$ cat src/rtl/iter_shift_unit.sv
// Iterative shift/rotate unit (SHL/SHR/SAR/ROL/ROR/RCL/RCR), one bit per cycle; ITER_SHIFT_FAST_EN enables up to 4 bits per cycle.
// Latency: count=N -> done N+1 cycles after the start edge (ceil(N/4)+1 with ITER_SHIFT_FAST_EN); count=0 or op=7 -> 1 cycle.
// Backpressure: start is accepted only in IDLE and ignored while busy; flush aborts to IDLE without a done pulse.
module iter_shift_unit #(
    parameter int WIDTH    = 16,
    parameter int CNT_BITS = 5
) (
    input  logic                clk,
    input  logic                reset_n,
    input  logic                start,
    input  logic                flush,
    input  logic [2:0]          op,
    input  logic                is_8_bit,
    input  logic [WIDTH-1:0]    a,
    input  logic [CNT_BITS-1:0] count,
    input  logic [15:0]         flags_in,
    output logic                busy,
    output logic                done,
    output logic [WIDTH-1:0]    out,
    output logic [15:0]         flags_out
);

    localparam logic [2:0] OP_SHL = 3'd0, OP_SHR = 3'd1, OP_SAR = 3'd2, OP_ROL = 3'd3,
                           OP_ROR = 3'd4, OP_RCL = 3'd5, OP_RCR = 3'd6, OP_NOP = 3'd7;
`ifdef ITER_SHIFT_FAST_EN
    localparam int STEPS = 4;
`else
    localparam int STEPS = 1;
`endif
    localparam logic [WIDTH-1:0] MASK8 = WIDTH'(8'hFF);

    typedef enum logic [1:0] {IDLE, SHIFT, DONE} state_t;

    state_t              state, state_nxt;
    logic [WIDTH-1:0]    work, a_q;
    logic                cf_work;
    logic [CNT_BITS-1:0] remaining;
    logic [2:0]          op_q;
    logic                is8_q;
    logic [15:0]         flags_q;

    logic [WIDTH:0]      step_res;
    logic                last_step;
    logic [15:0]         flags_calc;
    logic [WIDTH-1:0]    a_masked;

    // One 1-bit step on the active width; bits above bit 7 stay zero in 8-bit mode.
    function automatic logic [WIDTH:0] step1(input logic [WIDTH-1:0] w, input logic c,
                                             input logic [2:0] o, input logic b8);
        logic             msb, top_in, nc;
        logic [WIDTH-1:0] r;
        msb    = b8 ? w[7] : w[WIDTH-1];
        r      = w;
        nc     = c;
        top_in = 1'b0;
        case (o)
            OP_SHL: begin nc = msb;  r = w << 1; end
            OP_SHR: begin nc = w[0]; r = w >> 1; end
            OP_SAR: begin nc = w[0]; r = w >> 1; top_in = msb;  end
            OP_ROL: begin nc = msb;  r = w << 1; r[0] = msb;    end
            OP_ROR: begin nc = w[0]; r = w >> 1; top_in = w[0]; end
            OP_RCL: begin nc = msb;  r = w << 1; r[0] = c;      end
            OP_RCR: begin nc = w[0]; r = w >> 1; top_in = c;    end
            default: ;
        endcase
        if (o == OP_SAR || o == OP_ROR || o == OP_RCR) begin
            if (b8) r[7] = top_in;
            else    r[WIDTH-1] = top_in;
        end
        if (b8) r = r & MASK8;
        return {nc, r};
    endfunction

    assign a_masked = is_8_bit ? (a & MASK8) : a;

    always_comb begin
        step_res = {cf_work, work};
        for (int i = 0; i < STEPS; i++) begin
            if (i < int'(remaining))
                step_res = step1(step_res[WIDTH-1:0], step_res[WIDTH], op_q, is8_q);
        end
        last_step = int'(remaining) <= STEPS;
    end

    // OF is judged against the captured operand and carry, not the intermediate steps.
    always_comb begin
        logic [WIDTH-1:0] rw;
        logic             a_msb, a_msb1, r_msb, of;
        rw     = step_res[WIDTH-1:0];
        a_msb  = is8_q ? a_q[7] : a_q[WIDTH-1];
        a_msb1 = is8_q ? a_q[6] : a_q[WIDTH-2];
        r_msb  = is8_q ? rw[7]  : rw[WIDTH-1];
        case (op_q)
            OP_SHL:         of = a_msb ^ r_msb;
            OP_SHR:         of = a_msb;
            OP_ROL, OP_RCL: of = a_msb ^ a_msb1;
            OP_ROR:         of = a_msb ^ a_q[0];
            OP_RCR:         of = a_msb ^ flags_q[0];
            default:        of = 1'b0;
        endcase
        flags_calc     = flags_q;
        flags_calc[0]  = step_res[WIDTH];
        flags_calc[2]  = ~^rw[7:0];
        flags_calc[6]  = (rw == '0);
        flags_calc[7]  = r_msb;
        flags_calc[11] = of;
    end

    always_comb begin
        state_nxt = state;
        case (state)
            IDLE:  if (start) state_nxt = (count == '0 || op == OP_NOP) ? DONE : SHIFT;
            SHIFT: if (last_step) state_nxt = DONE;
            DONE:  state_nxt = IDLE;
            default: state_nxt = IDLE;
        endcase
        if (flush) state_nxt = IDLE;
    end

    always_ff @(posedge clk or negedge reset_n) begin
        if (!reset_n) state <= IDLE;
        else          state <= state_nxt;
    end

    always_ff @(posedge clk or negedge reset_n) begin
        if (!reset_n) begin
            work      <= '0;
            cf_work   <= 1'b0;
            remaining <= '0;
            op_q      <= '0;
            is8_q     <= 1'b0;
            a_q       <= '0;
            flags_q   <= '0;
            out       <= '0;
            flags_out <= '0;
        end else if (!flush) begin
            if (state == IDLE && start) begin
                op_q      <= op;
                is8_q     <= is_8_bit;
                a_q       <= a_masked;
                flags_q   <= flags_in;
                work      <= a_masked;
                cf_work   <= flags_in[0];
                remaining <= count;
                if (count == '0 || op == OP_NOP) begin
                    out       <= a_masked;
                    flags_out <= flags_in;
                end
            end else if (state == SHIFT) begin
                work      <= step_res[WIDTH-1:0];
                cf_work   <= step_res[WIDTH];
                remaining <= remaining - CNT_BITS'(STEPS);
                if (last_step) begin
                    out       <= step_res[WIDTH-1:0];
                    flags_out <= flags_calc;
                end
            end
        end
    end

    assign busy = (state != IDLE);
    assign done = (state == DONE);

endmodule

$ cat config.mk
export PLATFORM = sky130hd
export DESIGN_NAME = iter_shift_unit
export DESIGN_NICKNAME = d
export VERILOG_FILES = /design/src/rtl/iter_shift_unit.sv
export SDC_FILE = /design/constraint.sdc
export NUM_CORES = 1
export LEC_CHECK = 0
export ABC_AREA = 1
export CORE_ASPECT_RATIO = 2
export CORE_MARGIN = 2
export CORE_UTILIZATION = 52
export CTS_CLUSTER_SIZE = 12
export DETAILED_ROUTE_END_ITERATION = 7
export PLACE_DENSITY = 0.79
export SYNTH_ARGS = -nofsm -noshare
export SYNTH_HDL_FRONTEND = slang
export SYNTH_SLANG_ARGS = --single-unit
$ cat constraint.sdc
create_clock -name clk -period 2.5 [get_ports clk]
set_input_delay 0.25 -clock clk [delete_from_list [all_inputs] [get_ports clk]]
set_output_delay 0.25 -clock clk [all_outputs]
set_load 0.01 [all_outputs]
* After elaboration in Yosys (flattened, before gate mapping)
Index checks and enable logic that the tools add are counted. W data, S select, Z words.
Storage, ports and cells: register bits after elaboration 92, input bits 45, output and inout port bits 34, word-level logic and storage cells 82
Cells by class: add/subtract/negate cells 1, $lt $le $gt $ge 2, eq/ne operators 12, muxes and demuxes 33, bitwise logic cells 5, reductions and logical operators 19
Operator list (number):
- $mux W16 | 12
- $pmux W16 S4 | 1
- $mux W17 | 1
- $logic_not A16 Y1 | 1
- $eq A3 B3 Y1 const B | 4
- $mux W5 | 2
- $mux W1 | 9
- $mux W2 | 4
- $reduce_xnor A8 Y1 | 1
- $eq A3 B2 Y1 const B | 2
- $ne A3 B3 Y1 const B | 2
- $reduce_and A2 Y1 | 3
- $reduce_bool A2 Y1 | 3
- $le A5 B1 Y1 const B | 1
- $logic_not A5 Y1 | 1
- $lt A1 B5 Y1 const A | 1
- $pmux W1 S5 | 1
- $sub A5 B1 Y5 const B | 1
- $pmux W2 S2 | 1
- $reduce_and A4 Y1 | 1
- $reduce_or A4 Y1 | 1
- $xor A1 B1 Y1 | 4
- $eq A3 B1 Y1 const B | 1
- $logic_not A3 Y1 | 1
- other kinds (11) | 13

* Longest topological paths before layout
Gate-level depths: netlist (run 1).
depth in word-level cells 13, gate-level depth with buffers 16, gate-level depth less buffers 16

* Worst setup path after synthesis (run 1)
Ideal clock, no wire load.
kind reg2reg, start reg op_q[2], end reg flags_out[2], arrival 1.924 ns, data required time 2.383 ns, path slack 0.460 ns, cell stages (with the launch flop) 15, path buffers 2, cells stage by stage dfrtp_1 -> buf_6 -> inv_4 -> nand3_1 -> nand2_2 -> inv_2 -> buf_6 -> o22ai_1 -> a22oi_2 -> ha_1 -> xnor2_1 -> xnor2_1 -> o21ai_0 -> nand2_1 -> nand2_1
Between the ends: longest elaborated chain between the ends 11, elaborated cells on any way between the ends 20
RTL lines:
- from (decl) | RTL line 38 | logic [2:0] op_q;
- from (signal assigned) | RTL line 138 | op_q <= op;
- $eq A3 B2 Y1, or another cell as far along | RTL line 56, 66
- $reduce_or A4 Y1 (no source line)
- $pmux W16 S4 | RTL line 56 | case (o)
- $mux W1 | RTL line 67 | if (b8) r[7] = top_in;
- $mux W1 | RTL line 66 | if (o == OP_SAR || o == OP_ROR || o == OP_RCR) begin
- $mux W16 * | RTL line 70 | if (b8) r = r & MASK8;
- $mux W17 * | RTL line 79 | if (i < int'(remaining))
- $reduce_xnor A8 Y1 * | RTL line 103 | flags_calc[2] = ~^rw[7:0];
- $mux W16 * | RTL line 153 | if (last_step) begin
- $mux W16 * | RTL line 149 | end else if (state == SHIFT) begin
- $mux W16 * | RTL line 137 | if (state == IDLE && start) begin
- to (signal assigned) | RTL line 147 | flags_out <= flags_in;
- to (signal assigned) | RTL line 155 | flags_out <= flags_calc;
- to (decl) | RTL line 20 | output logic [15:0] flags_out
Mark *: on every way between the ends. The rest lies on a longest branch, timed or not. The select of a mux whose other input is x is not followed. A chain may end at the register's enable or synchronous reset.

* Final worst setup path (run 1)
start reg op_q[1], end reg flags_out[2]
Same word-level chain as after synthesis.

==> out/results.md, run 1 <==
| Metric | This run |
|---|---|
| Clock transition at the register clock pins on the worst setup and hold paths after CTS | 60 ps |
| Unique masters post-synth | 37 |
| DRC errors left | 0 |
| Layout area overhead | 27.2% |
| Routed wire length per instance | 17.4 um |
| Power density over cell area | 1350 nW/um2 |
| Cell total after placement | 691 |
| Post-detailed-route count of antenna-violating nets | 0 |
| Cell accounting for the most synthesized area | sky130_fd_sc_hd__dfrtp_1 |
| Clock latency of the later-clocked register in the worst-skew pair | 340 ps |
| Area of the core | 7890 um2 |
| Max Cap Violations | 0 |
| Post-Synthesis Cell Area | 4170 um2 |
| Highest attainable clock frequency | 0.429 GHz |
| Worst path required time | 2720 ps |
| Top-area cell type share of the netlist area | 0.462 |
| Fillcell total | 678 |
| Overall die width | 67.4 um |
| Via count of the routed design | 3971 |
| Unrepaired setup endpoints after global routing | no |
| Clock tree from TritonCTS | yes |
| Maximum buffer depth of the clock tree | 2 |
| Time the final worst path needs with I/O delays and setup | 2330 ps |
| Final max-slew violation count | 0 |
| GRT Total Usage | 0.303 |
| Post-Layout Cell Count | 706 |
| H-tree Lvls | 3 |
| Via count of the first global-routing pass | 4078 |
| Sort of element at the start of the critical path | flop |
| Total wire length | 12300 um |
| Via-per-instance ratio | 5.62 |
| Count of final hold-check violations | 0 |
| Initial core utilization | 0.529 |
| Global-route wire length before repair | 19600 um |
| Setup-violating endpoint count in the final report | 0 |
| Critical Path End Type | flop |
| Remaining Overflow, GRT | 0 |
| Worst-path maximum fanout | 11 |
| Standard-cell row count | 46 |
| Arrival time of data at the critical path endpoint | 2560 ps |
| Io pins | 79 |
| Share of the clock period used by the worst path | 0.933 |
| Total clock buffers created by CTS | 9 |
| Diode insertion count for antenna repair | 0 |
| Transition time at the pin with the least slew margin | 997 ps |
| Clock skew after layout | 6.01 ps |
| Total negative slack | 0 ps |
| Net Count, Synth | 582 |
| Clock sink total | 77 |
| Initial antenna violation count | 0 |
| Peak VDD IR | 0.711 mV |
| Share of layout cells above drive strength 1 | 0.107 |
| Leading cell types by total area after synthesis | sky130_fd_sc_hd__dfrtp_1 46%, sky130_fd_sc_hd__nand2_1 16%, sky130_fd_sc_hd__o21ai_1 5.4% |
| Synth Area per Inst | 7.86 um2 |
| Pin count of the biggest net entering global routing | 78 |
| Worst Path Class, Setup | flop to flop |
| Length of the first detailed-routing pass in iterations | 5 |
| Cell count after synthesis | 531 |
| Kind of path behind the tightest hold check | input pin to async pin |
| Static leakage | 2.47 nW |
| Y dimension of the die | 131 um |
| Number of setup buffers added after CTS | 0 |
| Weighted congestion reported at the end of routability-driven placement | 0.910 |
| Warnings, synthesis | 0 |
| Portion of the post-synthesis area used by sequential elements | 0.462 |
| Finished Core Util | 0.673 |
| DRT iter0 DRCs | 309 |
| Result of the run | complete, no violations |
| HPWL after DPL | 9170 um |
| Worst slew margin relative to its limit | 0.335 |
| Net total in the final layout | 657 |
| Clock root cell | sky130_fd_sc_hd__clkbuf_16 |
| Die area | 8800 um2 |
| Flops & latches, synth | 77 |
| Quantity of I/O buffers inserted on ports | 78 |
[metal layers]
| layer | track usage | share of wire |
|---|---|---|
| met1 | 0.323 | 0.34 |
| met2 | 0.542 | 0.56 |
| met3 | 0.0522 | 0.038 |
| met4 | 0.178 | 0.057 |
| met5 | 0 | 0 |
[through the flow]
stage	setup slack, ps	hold slack [ps]	instance area (um2)	power, W
after floorplan	460	-45.6	4170	0.00457
after global placement	253	462	5000	0.00567
after detailed placement	174	472	5000	0.00577
after CTS	142	108	5300	0.00715
after global routing	22.8	172	5310	0.00767
final	167	55.9	5310	0.00716
[where the power goes]
group / internal (W) / switching (W) / total (W)
clock network: 0.000818 / 0.000504 / 0.00132
logic: 0.00148 / 0.00215 / 0.00363
registers: 0.00177 / 0.000435 / 0.00221
[cells by family after synthesis]
| kind of cell | share of synthesized area |
|---|---|
| xor gates and xnor gates | 0.0105 |
| DFF | 0.462 |
| adders and majority gates | 0.0180 |
| and+or+nand+nor | 0.245 |
| AOI/OAI and AO/OA | 0.177 |
| buffers and inverters | 0.0881 |
[cells in the mapped netlist, drive strengths merged]
cell type  count
nor3           1
a31oi          1
inv           53
o32ai          1
dfrtp         77
o22ai         19
a2bb2oi        1
xor2           2
xnor2          3
buf           13
nand2        181
o21ai         74
nand4          5
nand3         24
a22oi          9
nor2          26
ha             6
a21oi         12
o2111ai        1
clkbuf        13
o22a           2
o211ai         7
[flip-flops by register name, indices dropped and copies added (netlist names)]
name / cells
a_q: 5
cf_work: 1
flags_out: 16
flags_q: 12
is8_q: 1
op_q: 3
out: 16
remaining: 5
state: 2
work: 16
[area by class of cell]
class,instances,area (um2),share of cell area
flip-flops and latches,77,1930,0.364
multi-input cells,375,1890,0.355
repair buffers,90,868,0.164
clock buffers,11,253,0.0476
inverters,53,201,0.0380
well taps,96,120,0.0226
clock inverters,4,47.5,0.00896
[critical path, cell delays in order, from the launching register on]
cell	delay (ps)
sky130_fd_sc_hd__dfrtp_2	490
sky130_fd_sc_hd__inv_2	110
sky130_fd_sc_hd__nand3_1	110
sky130_fd_sc_hd__nand2_2	160
sky130_fd_sc_hd__inv_2	120
sky130_fd_sc_hd__o22ai_1	250
sky130_fd_sc_hd__a22oi_2	100
sky130_fd_sc_hd__ha_1	300
sky130_fd_sc_hd__xnor2_1	200
sky130_fd_sc_hd__xnor2_1	160
sky130_fd_sc_hd__o21ai_0	100
sky130_fd_sc_hd__nand2_1	70
sky130_fd_sc_hd__nand2_1	50
[final timing paths]
path                                     start                        to  slack [ps]  cells past startpoint
setup / recovery           op_q[1]$_DFFE_PN0P_  flags_out[2]$_DFFE_PN0P_         170                     12
hold / removal                         reset_n  flags_out[5]$_DFFE_PN0P_          60                      1
setup reg to reg           op_q[1]$_DFFE_PN0P_  flags_out[2]$_DFFE_PN0P_         170                     12
hold reg to reg            a_q[15]$_DFFE_PN0P_       a_q[15]$_DFFE_PN0P_         480                      2
max in group asynchronous              reset_n       op_q[1]$_DFFE_PN0P_        1710                      1
min in group clk           a_q[15]$_DFFE_PN0P_       a_q[15]$_DFFE_PN0P_         480                      2
[layout by cell type (no fill, tap or decap), types with 2 or more instances in the layout]
master,synthesis,layout
sky130_fd_sc_hd__nand2_1,173,173
sky130_fd_sc_hd__clkdlybuf4s50_1,0,77
sky130_fd_sc_hd__dfrtp_1,77,74
sky130_fd_sc_hd__inv_1,45,45
sky130_fd_sc_hd__o21ai_1,45,45
sky130_fd_sc_hd__o21ai_0,28,28
sky130_fd_sc_hd__nor2_1,21,20
sky130_fd_sc_hd__o22ai_1,19,19
sky130_fd_sc_hd__nand3_1,17,17
sky130_fd_sc_hd__buf_4,1,13
sky130_fd_sc_hd__a21oi_1,12,12
sky130_fd_sc_hd__clkbuf_16,0,9
sky130_fd_sc_hd__inv_2,7,7
sky130_fd_sc_hd__nand2_2,8,7
sky130_fd_sc_hd__o211ai_1,7,7
sky130_fd_sc_hd__a22oi_1,6,6
sky130_fd_sc_hd__ha_1,6,6
sky130_fd_sc_hd__nor2_2,4,5
sky130_fd_sc_hd__nand3_2,5,5
sky130_fd_sc_hd__nand4_1,5,5
sky130_fd_sc_hd__a22oi_2,3,3
sky130_fd_sc_hd__xnor2_1,3,3
sky130_fd_sc_hd__dfrtp_2,0,3
sky130_fd_sc_hd__nand3_4,2,2
sky130_fd_sc_hd__xor2_1,2,2
sky130_fd_sc_hd__clkbuf_8,1,2
sky130_fd_sc_hd__clkinv_2,0,2
[what timing repair did]
| action | 4_1_cts | 5_1_grt |
|---|---|---|
| endpoints found under the setup margin | 0 | 1 |
| hold buffers | 0 | 0 |
| gates resized for setup | 0 | 4 |
Note: power is estimated with default switching activity, not from simulation.
==> inputs of run 2 (changes only) <==
RECOVER_POWER = 100   (was default)
==> run 2 against run 1 <==
- register-to-register slack better by 20 ps
- core utilization is 0.30 points lower
- clock-buffer cell count stayed put
- sequential share of layout area is 0.16 points higher
- non-clock buffer count stayed put
- flip-flop and latch count unchanged
- the flow now finishes with violations (capacitance limit, slew limit)
==> out/results.md, run 2 (synthesis gave the netlist of run 1 again) <==
| Metric | This run |
|---|---|
| Result of the run | complete, but fails checks |
| Violations in the final reports | capacitance limit, slew limit |
| Clock tree from TritonCTS | yes |
| Via-per-instance ratio | 5.63 |
| Number of setup buffers added after CTS | 0 |
| CP peak stage delay | 490 ps |
| Via count of the routed design | 3973 |
| Layout area overhead | 26.6% |
| Clock skew after layout | 4.80 ps |
| Post_cts resized | 0 |
| Quantity of hold-fixing buffers added after cts | 0 |
| Cell total after placement | 691 |
| DRC errors left | 0 |
| Static leakage | 2.53 nW |
| Buffering stage count on the worst path with inverters included | 2 |
| DRT iter0 DRCs | 348 |
| Via count of the first global-routing pass | 4078 |
| Time the final worst path needs with I/O delays and setup | 2320 ps |
| Io pins | 79 |
| Clock root cell | sky130_fd_sc_hd__clkbuf_16 |
| Register-to-register setup slack | 180 ps |
| Remaining Overflow, GRT | 0 |
| Overall die width | 67.4 um |
| Kind of cell with the highest combined delay on the critical path | flip-flops |
| Net total in the final layout | 657 |
| Maximum buffer depth of the clock tree | 2 |
| Clock latency of the later-clocked register in the worst-skew pair | 340 ps |
| Count of final hold-check violations | 0 |
| Total clock buffers created by CTS | 9 |
| Pin count of the biggest net entering global routing | 78 |
| Length of the first detailed-routing pass in iterations | 5 |
| Critical Path End Type | flop |
| Kind of path behind the tightest hold check | input pin to async pin |
| Weighted congestion reported at the end of routability-driven placement | 0.910 |
| Library cell contributing the largest single delay on the critical path | sky130_fd_sc_hd__dfrtp_2 |
| Final max-slew violation count | 78 |
| Clock sink total | 77 |
| Arrival time of data at the critical path endpoint | 2540 ps |
| Highest attainable clock frequency | 0.432 GHz |
| GRT Total Usage | 0.303 |
| Initial antenna violation count | 0 |
| Commonest cells after routing, fill and taps aside | 174 x sky130_fd_sc_hd__nand2_1, 74 x sky130_fd_sc_hd__dfrtp_1, 53 x sky130_fd_sc_hd__o21ai_0, 45 x sky130_fd_sc_hd__inv_1, 43 x sky130_fd_sc_hd__clkdlybuf4s50_1 |
| Regs by FF count | flags_out (16), out (16), work (16) |
| Die area | 8800 um2 |
| Transition time at the pin with the least slew margin | 1920 ps |
| Sort of element at the start of the critical path | flop |
| Total wire length | 12200 um |
| Worst Path Class, Setup | flop to flop |
| Clock transition at the register clock pins on the worst setup and hold paths after CTS | 60 ps |
| H-tree Lvls | 3 |
| Initial core utilization | 0.529 |
| Routed wire length per instance | 17.3 um |
| Setup-violating endpoint count in the final report | 0 |
| Share of the clock period used by the worst path | 0.927 |
| Unrepaired setup endpoints after global routing | no |
| Power density over cell area | 1330 nW/um2 |
| Worst path cell trace | inv_2 > nand3_1 > nand2_2 > inv_2 > o22ai_1 > a22oi_2 > ha_1 > xnor2_1 > xnor2_1 > o21ai_0 > nand2_1 > nand2_1 |
| Share of layout cells above drive strength 1 | 0.0967 |
| Max Cap Violations | 1 |
| Area of the core | 7890 um2 |
| Worst path required time | 2730 ps |
| Post-detailed-route count of antenna-violating nets | 0 |
| Standard-cell row count | 46 |
| Peak VDD IR | 0.715 mV |
| HPWL after DPL | 9170 um |
| Y dimension of the die | 131 um |
| Total negative slack | 0 ps |
| Global-route wire length before repair | 19600 um |
| Diode insertion count for antenna repair | 0 |
| Fillcell total | 686 |
| Post-Layout Cell Count | 706 |
| Worst-path maximum fanout | 11 |
| Most common cell after layout, fill and taps aside | sky130_fd_sc_hd__nand2_1 |
| Quantity of I/O buffers inserted on ports | 78 |
| Worst slew margin relative to its limit | -0.279 |
-- run 2: routing by layer --
layer  vias up  wire length, um  global-route usage
met2       133             6840               0.542
met1      1902             4210               0.323
met5         -                0                   0
met3        43              452              0.0522
li1       1895                -                   -
met4         0              719               0.178
-- run 2: worst paths after layout --
check / cells after the start / start / to
setup / recovery: 12 / op_q[1]$_DFFE_PN0P_ / flags_out[2]$_DFFE_PN0P_
hold / removal: 1 / reset_n / flags_out[5]$_DFFE_PN0P_
setup reg to reg: 12 / op_q[1]$_DFFE_PN0P_ / flags_out[2]$_DFFE_PN0P_
hold reg to reg: 2 / flags_out[8]$_DFFE_PN0P_ / flags_out[8]$_DFFE_PN0P_
max in group asynchronous: 1 / reset_n / op_q[1]$_DFFE_PN0P_
min in group clk: 2 / flags_out[8]$_DFFE_PN0P_ / flags_out[8]$_DFFE_PN0P_
-- run 2: report_power, final --
group | leakage (nW) | internal [W] | total, W | switching (W)
registers | 0.976 | 0.00177 | 0.00219 | 0.000425
clock network | 0.147 | 0.000818 | 0.00132 | 0.000505
logic | 1.40 | 0.00138 | 0.00349 | 0.00212
total | 2.53 | 0.00396 | 0.00701 | 0.00305
-- run 2: final cells by class --
type	count	area (um2)	share of cell area
Inverter	53	201	0.0381
Clock buffer	11	253	0.0478
Timing Repair Buffer	90	855	0.162
Tap cell	96	120	0.0227
Multi-Input combinational cell	375	1880	0.355
Sequential cell	77	1930	0.365
Clock inverter	4	47.5	0.00900
-- run 2: metrics by stage --
stage / utilization / hold WS [ps] / power [W] / worst slack (ps) / cell area [um2]
final: 0.670 / 427 / 0.00701 / 183 / 5280
after global routing: 0.670 / 490 / 0.00753 / 22.4 / 5280
after CTS: 0.672 / 108 / 0.00715 / 142 / 5300
after detailed placement: 0.634 / 472 / 0.00577 / 174 / 5000
after global placement: 0.634 / 462 / 0.00567 / 253 / 5000
after floorplan: - / -45.6 / 0.00457 / 460 / 4170
-- run 2: worst register-to-register path, stage by stage, from the launching register on --
cell	delay, ps
sky130_fd_sc_hd__dfrtp_2	490
sky130_fd_sc_hd__inv_2	110
sky130_fd_sc_hd__nand3_1	110
sky130_fd_sc_hd__nand2_2	160
sky130_fd_sc_hd__inv_2	120
sky130_fd_sc_hd__o22ai_1	250
sky130_fd_sc_hd__a22oi_2	100
sky130_fd_sc_hd__ha_1	300
sky130_fd_sc_hd__xnor2_1	190
sky130_fd_sc_hd__xnor2_1	160
sky130_fd_sc_hd__o21ai_0	100
sky130_fd_sc_hd__nand2_1	70
sky130_fd_sc_hd__nand2_1	50
==> inputs of run 3 (changes only) <==
PLACE_DENSITY = 0.8   (was 0.79)
==> run 3 against run 2 <==
- the run still ends with capacitance limit, slew limit left
- first-iteration DRC count shrank 34%
- non-clock buffer count shrank 2
- final cell count shrank 0.28%
- global-route usage shrank 1.0 points
- core utilization is essentially flat
- clock-buffer cell count is the same
- power shrank 0.68%
==> out/results.md, run 3 (synthesis gave the netlist of run 1 again) <==
| Metric | This run |
|---|---|
| Maximum buffer depth of the clock tree | 2 |
| Quantity of hold-fixing buffers added after cts | 0 |
| Most common cell after layout, fill and taps aside | sky130_fd_sc_hd__nand2_1 |
| Transition time at the pin with the least slew margin | 1920 ps |
| Max Cap Violations | 1 |
| Clock root cell | sky130_fd_sc_hd__clkbuf_16 |
| Instance area after placement | 4980 um2 |
| Layout area overhead | 26.5% |
| Post-detailed-route count of antenna-violating nets | 0 |
| Area of the core | 7890 um2 |
| Length of the first detailed-routing pass in iterations | 4 |
| Worst Path Class, Setup | flop to flop |
| Reg power frac | 0.314 |
| Net total in the final layout | 655 |
| Clock tree from TritonCTS | yes |
| DRT iter0 DRCs | 230 |
| Register-to-register setup slack | 270 ps |
| Total wire length | 11700 um |
| Internal cell power | 0.00401 W |
| Reg2reg end | flags_out[2]$_DFFE_PN0P_ |
| Die area | 8800 um2 |
| Highest attainable clock frequency | 0.448 GHz |
| Total clock buffers created by CTS | 9 |
| Switching part of the total | 0.425 |
| Io pins | 79 |
| Via count of the first global-routing pass | 4017 |
| Weighted congestion reported at the end of routability-driven placement | 0.947 |
| HPWL after DPL | 8590 um |
| Setup-violating endpoint count in the final report | 0 |
| Overall die width | 67.4 um |
| P_sw | 0.00296 W |
| Unrepaired setup endpoints after global routing | no |
| Final std cell area, no fill | 5280 um2 |
| Number of setup buffers added after CTS | 0 |
| Count of final hold-check violations | 0 |
| R2r worst-path depth | 11 |
| DRC errors left | 0 |
| Standard-cell row count | 46 |
| Worst path required time | 2740 ps |
| Via count of the routed design | 3905 |
| Y dimension of the die | 131 um |
| Routed wire length per instance | 16.6 um |
| Global-route wire length before repair | 19100 um |
| Critical Path End Type | flop |
| Clock skew after layout | 5.54 ps |
| Clock sink total | 77 |
| Quantity of I/O buffers inserted on ports | 78 |
| Commonest cells after routing, fill and taps aside | 173 x sky130_fd_sc_hd__nand2_1, 74 x sky130_fd_sc_hd__dfrtp_1, 53 x sky130_fd_sc_hd__o21ai_0, 45 x sky130_fd_sc_hd__inv_1, 43 x sky130_fd_sc_hd__clkdlybuf4s50_1 |
| Remaining Overflow, GRT | 0 |
| Via-per-instance ratio | 5.55 |
| Worst r2r src | op_q[2]$_DFFE_PN0P_ |
| Pin count of the biggest net entering global routing | 78 |
| Final max-slew violation count | 78 |
| Diode insertion count for antenna repair | 0 |
| Static leakage | 2.52 nW |
| Clock latency of the later-clocked register in the worst-skew pair | 340 ps |
| Violations in the final reports | capacitance limit, slew limit |
| Clock transition at the register clock pins on the worst setup and hold paths after CTS | 60 ps |
| Share of the clock period used by the worst path | 0.894 |
| Total negative slack | 0 ps |
| Finished Core Util | 0.670 |
| Arrival time of data at the critical path endpoint | 2470 ps |
| Result of the run | complete, but fails checks |
| Kind of path behind the tightest hold check | input pin to async pin |
| Worst-path maximum fanout | 11 |
| Share of power burned in combinational logic | 0.488 |
| Initial antenna violation count | 0 |
| Time the final worst path needs with I/O delays and setup | 2230 ps |
| H-tree Lvls | 3 |
| Share of layout cells above drive strength 1 | 0.0954 |
| Power density over cell area | 1320 nW/um2 |
| Peak VDD IR | 0.778 mV |
| Sort of element at the start of the critical path | flop |
| Worst slew margin relative to its limit | -0.280 |
| Clock network power share | 0.199 |
| Regs by FF count | flags_out (16), out (16), work (16) |
| GRT Total Usage | 0.293 |
| Initial core utilization | 0.529 |
## run 3: repair_timing
action	in CTS	in global routing
gates resized for setup	0	4
endpoints found under the setup margin	0	2
endpoints found under the hold margin	0	0
## run 3: routing by layer
layer / up-vias / GRT usage / wire length (um)
li1: 1904 / - / -
met1: 1857 / 0.318 / 4270
met2: 110 / 0.515 / 6340
met3: 34 / 0.0668 / 541
met4: 0 / 0.152 / 555
met5: - / 0 / 0
## run 3: critical path: stages, from the launching register on
cell,delay [ps]
sky130_fd_sc_hd__dfrtp_2,490
sky130_fd_sc_hd__o21ai_2,210
sky130_fd_sc_hd__nand2_2,130
sky130_fd_sc_hd__inv_2,180
sky130_fd_sc_hd__o22ai_1,100
sky130_fd_sc_hd__a22oi_1,200
sky130_fd_sc_hd__ha_1,290
sky130_fd_sc_hd__xor2_1,180
sky130_fd_sc_hd__xnor2_1,140
sky130_fd_sc_hd__o21ai_0,90
sky130_fd_sc_hd__nand2_1,70
sky130_fd_sc_hd__nand2_1,50
## run 3: worst max path at each step
stage                         from                        to  slack [ps]  depth (start not counted)
2_1_floorplan  op_q[2]$_DFFE_PN0P_  flags_out[2]$_DFFE_PN0P_         460                         14
3_3_place_gp   op_q[1]$_DFFE_PN0P_  flags_out[2]$_DFFE_PN0P_         230                         11
5_1_grt        op_q[1]$_DFFE_PN0P_  flags_out[2]$_DFFE_PN0P_          10                         12
3_5_place_dp   op_q[1]$_DFFE_PN0P_  flags_out[2]$_DFFE_PN0P_         140                         11
4_1_cts        op_q[1]$_DFFE_PN0P_  flags_out[2]$_DFFE_PN0P_         130                         11
6_report       op_q[2]$_DFFE_PN0P_  flags_out[2]$_DFFE_PN0P_         270                         11
## run 3: power by group through the flow
stage                     sequential, W  combinational (W)  clock, W
after floorplan                 0.00213            0.00244         0
after global placement          0.00217            0.00341         0
after detailed placement        0.00219            0.00350         0
after CTS                       0.00218            0.00354   0.00139
after global routing            0.00225            0.00384   0.00145
final                           0.00218            0.00339   0.00138
## run 3: metrics by stage
step                      std cells  power (W)  hold WS, ps  worst slack, ps
after detailed placement        689    0.00569          465              138
after global routing            704    0.00754          499             11.6
after CTS                       704    0.00711          105              126
after global placement          689    0.00558          465              233
after floorplan                 531    0.00457        -45.6              460
final                           704    0.00696          433              266
## run 3: final cells by class
cell class              instances  area [um2]
flip-flops and latches         77        1930
multi-input cells             375        1880
clock inverters                 4        73.8
clock buffers                  11         233
inverters                      53         201
well taps                      96         120
fillers                       665        2600
repair buffers                 88         838
